--- config.mk ---
export PLATFORM = sky130hd
export DESIGN_NAME = matmul_ctrl_reg
export DESIGN_NICKNAME = d
export VERILOG_FILES = /design/src/rtl/matmul_ctrl_reg.sv
export SDC_FILE = /design/constraint.sdc
export NUM_CORES = 1
export LEC_CHECK = 0
export CAP_MARGIN = 20
export CORE_ASPECT_RATIO = 1.5
export CORE_MARGIN = 5
export CORE_UTILIZATION = 35
export CTS_CLUSTER_DIAMETER = 30
export DETAILED_ROUTE_END_ITERATION = 8
export PLACE_DENSITY = 0.75
export SLEW_MARGIN = 10
export SYNTH_ARGS = -nofsm -noshare
export SYNTH_HDL_FRONTEND = slang
export SYNTH_SLANG_ARGS = --single-unit
--- constraint.sdc ---
create_clock -name clk_i -period 2.7 [get_ports clk_i]
set_input_delay 0.405 -clock clk_i [delete_from_list [all_inputs] [get_ports clk_i]]
set_output_delay 0.405 -clock clk_i [all_outputs]
set_load 0.02 [all_outputs]
--- src/rtl/matmul_ctrl_reg.sv ---
// APB control/status register block for the matmul core: it latches the configuration,
// launches the core, and runs a watchdog over the RUN state.
module matmul_ctrl_reg #(
  parameter int DATA_WIDTH = 32,
  parameter int DIM_W      = 2,
  parameter int TIMEOUT    = 1024,
  localparam int CFG_W     = 10 + 3 * DIM_W
) (
  input  logic                  clk_i,
  input  logic                  rst_ni,
  input  logic                  psel_i,
  input  logic                  penable_i,
  input  logic                  pwrite_i,
  input  logic [3:0]            paddr_i,
  input  logic [DATA_WIDTH-1:0] pwdata_i,
  output logic [DATA_WIDTH-1:0] prdata_o,
  output logic                  pready_o,
  output logic                  pslverr_o,
  output logic [CFG_W-1:0]      cfg_o,
  output logic                  start_o,
  output logic                  busy_o,
  input  logic                  done_i,
  output logic                  abort_o,
  output logic                  irq_o
);

  localparam int CNT_W = (TIMEOUT > 1) ? $clog2(TIMEOUT) : 1;
  localparam logic [CNT_W-1:0] CNT_LAST = CNT_W'(TIMEOUT - 1);

  typedef enum logic {IDLE, RUN} state_e;

  state_e           state_q, state_d;
  logic [CFG_W-1:0] cfg_q, cfg_d;
  logic [CNT_W-1:0] cnt_q, cnt_d;
  logic             startPulse_q, startPulse_d;
  logic             abortPulse_q, abortPulse_d;
  logic             doneFlag_q, doneFlag_d;
  logic             errFlag_q, errFlag_d;
  logic             timeoutFlag_q, timeoutFlag_d;

  logic access, isCtrl, isStatus, ctrlWrite, statusWrite, readAccess, expire;
  logic doneSet, errSet, timeoutSet;
  logic unusedBits;

  assign unusedBits = ^{paddr_i[1:0], pwdata_i};

  assign pready_o    = 1'b1;
  assign access      = psel_i & penable_i & rst_ni;
  assign isCtrl      = (paddr_i[3:2] == 2'd0);
  assign isStatus    = (paddr_i[3:2] == 2'd1);
  assign ctrlWrite   = access & pwrite_i & isCtrl;
  assign statusWrite = access & pwrite_i & isStatus;
  assign readAccess  = access & ~pwrite_i;
  assign expire      = (TIMEOUT > 0) && (cnt_q == CNT_LAST);

  assign cfg_o   = cfg_q;
  assign start_o = startPulse_q;
  assign abort_o = abortPulse_q;
  assign busy_o  = (state_q == RUN);
  assign irq_o   = doneFlag_q | timeoutFlag_q;

  always_comb begin
    pslverr_o = access & ~(isCtrl | isStatus);
    if (ctrlWrite && state_q == RUN) pslverr_o = 1'b1;
    prdata_o = '0;
    if (readAccess && isCtrl) begin
      prdata_o = DATA_WIDTH'({cfg_q[CFG_W-1:1], busy_o});
    end else if (readAccess && isStatus) begin
      prdata_o = DATA_WIDTH'({timeoutFlag_q, errFlag_q, doneFlag_q, busy_o});
    end
  end

  // Done beats a same-cycle watchdog expiry; the counter only advances while no exit is taken.
  always_comb begin
    state_d      = state_q;
    cfg_d        = cfg_q;
    cnt_d        = cnt_q;
    startPulse_d = 1'b0;
    abortPulse_d = 1'b0;
    doneSet      = 1'b0;
    errSet       = 1'b0;
    timeoutSet   = 1'b0;
    case (state_q)
      IDLE: begin
        if (ctrlWrite) begin
          cfg_d = {pwdata_i[CFG_W-1:1], 1'b0};
          if (pwdata_i[0]) begin
            state_d      = RUN;
            startPulse_d = 1'b1;
            cnt_d        = '0;
          end
        end
      end
      RUN: begin
        if (ctrlWrite) errSet = 1'b1;
        if (done_i) begin
          state_d = IDLE;
          doneSet = 1'b1;
        end else if (TIMEOUT > 0) begin
          if (expire) begin
            state_d      = IDLE;
            abortPulse_d = 1'b1;
            timeoutSet   = 1'b1;
          end else begin
            cnt_d = cnt_q + CNT_W'(1);
          end
        end
      end
      default: state_d = IDLE;
    endcase
    doneFlag_d    = doneSet    | (doneFlag_q    & ~(statusWrite & pwdata_i[1]));
    errFlag_d     = errSet     | (errFlag_q     & ~(statusWrite & pwdata_i[2]));
    timeoutFlag_d = timeoutSet | (timeoutFlag_q & ~(statusWrite & pwdata_i[3]));
  end

  always_ff @(posedge clk_i) begin
    if (!rst_ni) begin
      state_q       <= IDLE;
      cfg_q         <= '0;
      cnt_q         <= '0;
      startPulse_q  <= 1'b0;
      abortPulse_q  <= 1'b0;
      doneFlag_q    <= 1'b0;
      errFlag_q     <= 1'b0;
      timeoutFlag_q <= 1'b0;
    end else begin
      state_q       <= state_d;
      cfg_q         <= cfg_d;
      cnt_q         <= cnt_d;
      startPulse_q  <= startPulse_d;
      abortPulse_q  <= abortPulse_d;
      doneFlag_q    <= doneFlag_d;
      errFlag_q     <= errFlag_d;
      timeoutFlag_q <= timeoutFlag_d;
    end
  end

endmodule
==> out/metrics.cfg, run 1 <==
[timing]
fmax_mhz=399
slew_viol_final=0
timing.setup.tns_ps=0
finalSetupViolCount=0
fin_crit_ps=2510
hold_viol_final=0
hold_slack_ps=494
final.period_utilization_pct=92.9
finClkSkew_ps=6.29
rsz0062_at_grt=no
worst_pin_slew_ps=655
slew_headroom_pct=56.3
setup_ws_ps=191

[outcome]
status=finished, final reports clean

[critical_path]
r2r_slack_ps=1030
slowest_stage=clkdlybuf4s50_1
startpoint=rst_ni
reg2reg_depth=5
crit_type=input port to primary output
worstPathArrival_ps=2100
crit_path_cell_trace=clkdlybuf4s50_1 -> and4b_1 -> nand2b_1 -> buf_4 -> nor2_1 -> clkdlybuf4s50_1
cp_max_fo=4
end_kind=primary output
crit_path_end=prdata_o[3]
rr_startpoint=cnt_q[0]
max_stage_delay_ps=620
start_kind=input port
crit_top_cell=clkdlybuf4s50_1
required_ps=2300
worstReg2RegEnd=cnt_q[5]

[synth]
netlist_instances=193
yosysWarnings=0
synth_area_um2=1680
synth_enable_flop_cells=0
ys_seq_area_share_pct=36.9
yosysUniqueCellTypes=43
synthFlopType=dfxtp_1
ys_ff_latch=31
async_flop_share_pct=0
synth.avg_cell_area_um2=8.72

[placement]
io_buffers=59
numPlacedInstances=314
pre_cts_ws_ps=-14.8
gp_congestion=0.838
post-dp-hpwl_mm=3.20
dpl_cell_area_um2=2280

[grt]
grt.overflow.total=0
grt_pass1_vias=1431
grt_util_all_layers_pct=13.3
grt_first_pass_wirelength_mm=6.38
antenna_found_initial=0
grt_start_max_net_pins=22

[clocking]
cts_buffer_depth=2
root_buffer=clkbuf_8
numCtsBuffers=5
clkLatencyLatePin_ps=280
cts_tree=built
clock-sinks=31
htree_levels=2
clkSlewWorstSetupHoldPaths_ps=60
holdBufCountCts=0

[cells_and_area]
area_delta_synth_final_pct=44.3
fillers=458
design_area_um2=2430
drive_above_1_share_pct=9.38
final_util_pct=51.3
final_cells=322
layout.nets=298
diodes=0

[route]
drt-met1-wl_mm=1.42
viasPerCell=4.77
drt_iter0_markers=67
drc_errors=0
routed-wl-met3_um=303
drt-wirelength-per-cell_um=12.6
ant_nets=0
route.met2.wl_mm=2.23
first_pass_iters=4
top_layer=met4
routed_wl_mm=4.06
vias=1535

[die]
die_w_um=66.6
dieArea_um2=6320
ios=96
die_h_um=94.9
initial_core_util_pct=35.6
fp-row-count=31
core_um2=4730

[hold_path]
min_from=cnt_q[1]
hold_class=register to register

[run]
maxCapViolCount=0

[power]
p_per_area_nw_per_um2=421
p_leak_nw=1.23
p_total_mw=1.02
irDropWorstVdd_mv=0.157

## sequential cells by signal, indices dropped and copies added, names as in the netlist
signal and cells:
cfg_o 15, cnt_q 10, abort_o 1, busy_o 1, doneFlag_q 1, errFlag_q 1
start_o 1, timeoutFlag_q 1
## synth_stat cells (all sizes together) (2+ instances only)
master | count | area [um2]
dfxtp | 31 | 621
nor2 | 23 | 86.3
buf | 21 | 156
mux2i | 19 | 190
nand2 | 14 | 55.1
and2 | 12 | 75.1
nand3 | 9 | 45.0
nand4 | 6 | 73.8
a31oi | 5 | 31.3
clkbuf | 5 | 20.0
inv | 5 | 18.8
o21ai | 4 | 20.0
a21oi | 3 | 15.0
nand2b | 3 | 18.8
nor3 | 3 | 15.0
o211ai | 3 | 22.5
or2 | 3 | 18.8
a22oi | 2 | 20.0
conb | 2 | 7.51
nand3b | 2 | 15.0
nor2b | 2 | 12.5
o31ai | 2 | 33.8
or3 | 2 | 12.5
or4 | 2 | 15.0
## per-layer routing
metal | track usage, % | up-vias
met5 | 0 | -
met4 | 8.14 | 0
met3 | 3.69 | 6
met2 | 24.8 | 51
met1 | 12.5 | 719
li1 | - | 759
## kinds of logic after synthesis
family | share of synthesized area [%]
AND/OR/NAND/NOR | 28.2
buffers and inverters | 11.6
flip-flops | 36.9
AO/OA/AOI/OAI | 10.9
multiplexers | 11.3
other | 0.446
adder cells (fa/ha/maj) | 0.743
## worst min path at each step
stage | endpoint | cells after the start
2_1_floorplan | cnt_q[1] | 2
3_3_place_gp | cnt_q[1] | 2
3_5_place_dp | cnt_q[1] | 2
4_1_cts | cnt_q[1] | 2
5_1_grt | cnt_q[1] | 2
6_report | cnt_q[1] | 2
## cell usage in the layout, fill, tap and decap left out, types with 5 or more instances in the layout
cell / n
a31oi_1: 5
mux2i_1: 19
conb_1: 18
dfxtp_1: 31
nor2_1: 23
buf_4: 6
clkbuf_8: 6
nand3_1: 9
and2_1: 12
inv_1: 5
dlymetal6s2s_1: 11
clkdlybuf4s50_1: 47
nand2_1: 13
## final cells by class
class	count	area (um2)	area share (%)
tap	66	82.6	3.40
clock buffer	6	82.6	3.40
timing repair buffer	65	662	27.3
clock inverter	2	35.0	1.44
inverter	5	18.8	0.773
multi-input combinational	147	927	38.2
sequential	31	621	25.6
## power breakdown
part / internal (mW) / switching [mW]
clock network: 0.298 / 0.167
logic: 0.0437 / 0.0526
registers: 0.459 / 0.00139
## critical path: cells and delay by family
family | cells | cell delay (ps)
buf+inv | 3 | 1280
simple gates | 3 | 410
## timing repair
action                     4_1_cts  5_1_grt
cloned                           0        0
gates resized for setup          1       11
buffers inserted                 0        0
setup endpoints to repair        1       11
(Power assumes the default switching activity.)
==> inputs of run 2 (changes only) <==
--- a/config.mk
+++ b/config.mk
@@ -12,6 +12,7 @@
 export CTS_CLUSTER_DIAMETER = 30
 export DETAILED_ROUTE_END_ITERATION = 8
 export PLACE_DENSITY = 0.75
+export SKIP_CTS_REPAIR_TIMING = 1
 export SLEW_MARGIN = 10
 export SYNTH_ARGS = -nofsm -noshare
 export SYNTH_HDL_FRONTEND = slang
==> run 2 against run 1 <==
Against the previous run:
- via count hardly changed
- maximum frequency stayed put
- critical path depth stayed put
- routed wire length is 0.12% higher
- global-route usage stayed put
- critical endpoint unchanged
- sequential power hardly changed
==> out/metrics.cfg, run 2 (synthesis results as in run 1) <==
[clocking]
cts_buffer_depth=2  ; unchanged
root_buffer=clkbuf_8  ; unchanged
clkSlewWorstSetupHoldPaths_ps=60  ; about the same
clock-sinks=31  ; unchanged
clkLatencyLatePin_ps=280  ; about the same
htree_levels=2  ; unchanged
numCtsBuffers=5  ; unchanged
cts_tree=built  ; unchanged

[cells_and_area]
diodes=0  ; unchanged
drive_above_1_share_pct=9.38  ; unchanged
seq_area_um2=621  ; unchanged
final_cells=322  ; unchanged
fillers=456  ; was 458
largest_reg_flops=15  ; unchanged
layout.nets=298  ; unchanged
layout_common_cells=47 x clkdlybuf4s50_1, 31 x dfxtp_1, 23 x nor2_1  ; unchanged
design_area_um2=2430  ; about the same
multi_input_area_um2=927  ; unchanged
final_common_cell=clkdlybuf4s50_1  ; unchanged
area_delta_synth_final_pct=44.5  ; was 44.3%

[critical_path]
cp_max_fo=4  ; unchanged
rr_startpoint=cnt_q[0]  ; unchanged
slowest_stage=clkdlybuf4s50_1  ; unchanged
max_stage_delay_ps=620  ; about the same
critical_path_depth=6  ; unchanged
crit_type=input port to primary output  ; unchanged
critPathBufInv=3  ; unchanged
startpoint=rst_ni  ; unchanged
path_delay_family=buffers and inverters  ; unchanged
end_kind=primary output  ; unchanged
start_kind=input port  ; unchanged
crit_path_cell_trace=clkdlybuf4s50_1 -> and4b_1 -> nand2b_1 -> buf_4 -> nor2_1 -> clkdlybuf4s50_1  ; unchanged
reg2reg_depth=5  ; unchanged
crit_top_cell=clkdlybuf4s50_1  ; unchanged
worstPathArrival_ps=2100  ; about the same
required_ps=2300  ; about the same

[route]
first_pass_iters=4  ; unchanged
ant_nets=0  ; unchanged
viasPerCell=4.76  ; was 4.77
drt_iter0_markers=67  ; unchanged
routed_wl_mm=4.06  ; about the same
vias=1534  ; was 1535
drt-wirelength-per-cell_um=12.6  ; about the same
drc_errors=0  ; unchanged

[die]
die_h_um=94.9  ; unchanged
core_um2=4730  ; unchanged
dieArea_um2=6320  ; unchanged
fp-row-count=31  ; unchanged
ios=96  ; unchanged
initial_core_util_pct=35.6  ; unchanged
die_w_um=66.6  ; unchanged

[placement]
dpl_cell_area_um2=2280  ; unchanged
post-dp-hpwl_mm=3.20  ; unchanged
gp_congestion=0.838  ; unchanged
io_buffers=59  ; unchanged
numPlacedInstances=314  ; unchanged

[power]
seq_power_share_pct=45.0  ; was 45.1%
internal_power_mw=0.801  ; unchanged
p_leak_nw=1.24  ; was 1.23 nW
switching_share_pct=21.7  ; about the same
p_total_mw=1.02  ; about the same
p_per_area_nw_per_um2=421  ; about the same
comb_power_share_pct=9.4  ; about the same
p_sw_mw=0.222  ; was 0.221 mW
clockPowerShare_pct=45.6  ; was 45.5%
irDropWorstVdd_mv=0.157  ; about the same

[grt]
grt_pass1_vias=1431  ; unchanged
grt_use_met2_pct=24.8  ; unchanged
grt_util_all_layers_pct=13.3  ; unchanged
grt_first_pass_wirelength_mm=6.38  ; unchanged
antenna_found_initial=0  ; unchanged
grt_util_met3_pct=3.69  ; unchanged
grt-busiest-layer=met2  ; unchanged
grt.overflow.total=0  ; unchanged
use_met1_pct=12.5  ; unchanged
grt_start_max_net_pins=22  ; unchanged

[outcome]
status=finished, final reports clean  ; unchanged

[timing]
finalSetupViolCount=0  ; unchanged
hold_viol_final=0  ; unchanged
slew_headroom_pct=56.3  ; about the same
slew_viol_final=0  ; unchanged
fin_crit_ps=2510  ; unchanged
hold_slack_ps=494  ; unchanged
fmax_mhz=399  ; unchanged
finClkSkew_ps=6.20  ; was 6.29 ps
final.period_utilization_pct=92.9  ; unchanged
rsz0062_at_grt=no  ; unchanged
worst_pin_slew_ps=655  ; about the same

[run]
maxCapViolCount=0  ; unchanged

[hold_path]
hold_class=register to register  ; unchanged
min_from=cnt_q[1]  ; unchanged
min_path_cells=2  ; unchanged

==> run 2: changes by cell type in the layout (fill, tap and decap cells not counted), sizes merged <==
cell,delta
dlygate4sd2,-1
dlymetal6s2s,+1
==> run 2: final cells by class <==
class,count,area share (%)
sequential,31,25.5
clock buffer,6,3.40
multi-input combinational,147,38.1
inverter,5,0.772
clock inverter,2,1.44
tap,66,3.40
timing repair buffer,65,27.4
==> run 2: power by group through the flow <==
stage	registers, mW	clock network (mW)	logic, mW
2_1_floorplan	0.473	0	0.0653
3_3_place_gp	0.471	0	0.0950
3_5_place_dp	0.471	0	0.0961
4_1_cts	0.461	0.477	0.0966
5_1_grt	0.461	0.499	0.103
6_report	0.461	0.466	0.0963
==> run 2: worst paths after layout <==
path,endpoint,slack (ps)
worst min-delay path,cnt_q[1],490
worst min register to register,cnt_q[1],490
worst max-delay path,prdata_o[3],190
worst max register to register,cnt_q[5],1030
==> run 2: per-layer routing <==
metal  part of all wire, %  wire [um]
met3                   7.4        302
met1                    35       1430
met4                   2.6        106
met5                     0          0
met2                    55       2230
==> run 2: per-stage QoR <==
step,TNS (ps),util (%),setup WS (ps)
floorplan,0,-,868
global placement,0,48.3,13.5
detailed placement,-14.8,48.3,-14.8
CTS,-14.8,50.8,-14.8
global route,0,51.4,96.3
finish,0,51.4,191
==> run 2: tightest hold or removal path, stage by stage, from the launching register on <==
cell     delay, ps
dfxtp_1        330
nand2_1         60
mux2i_1         50
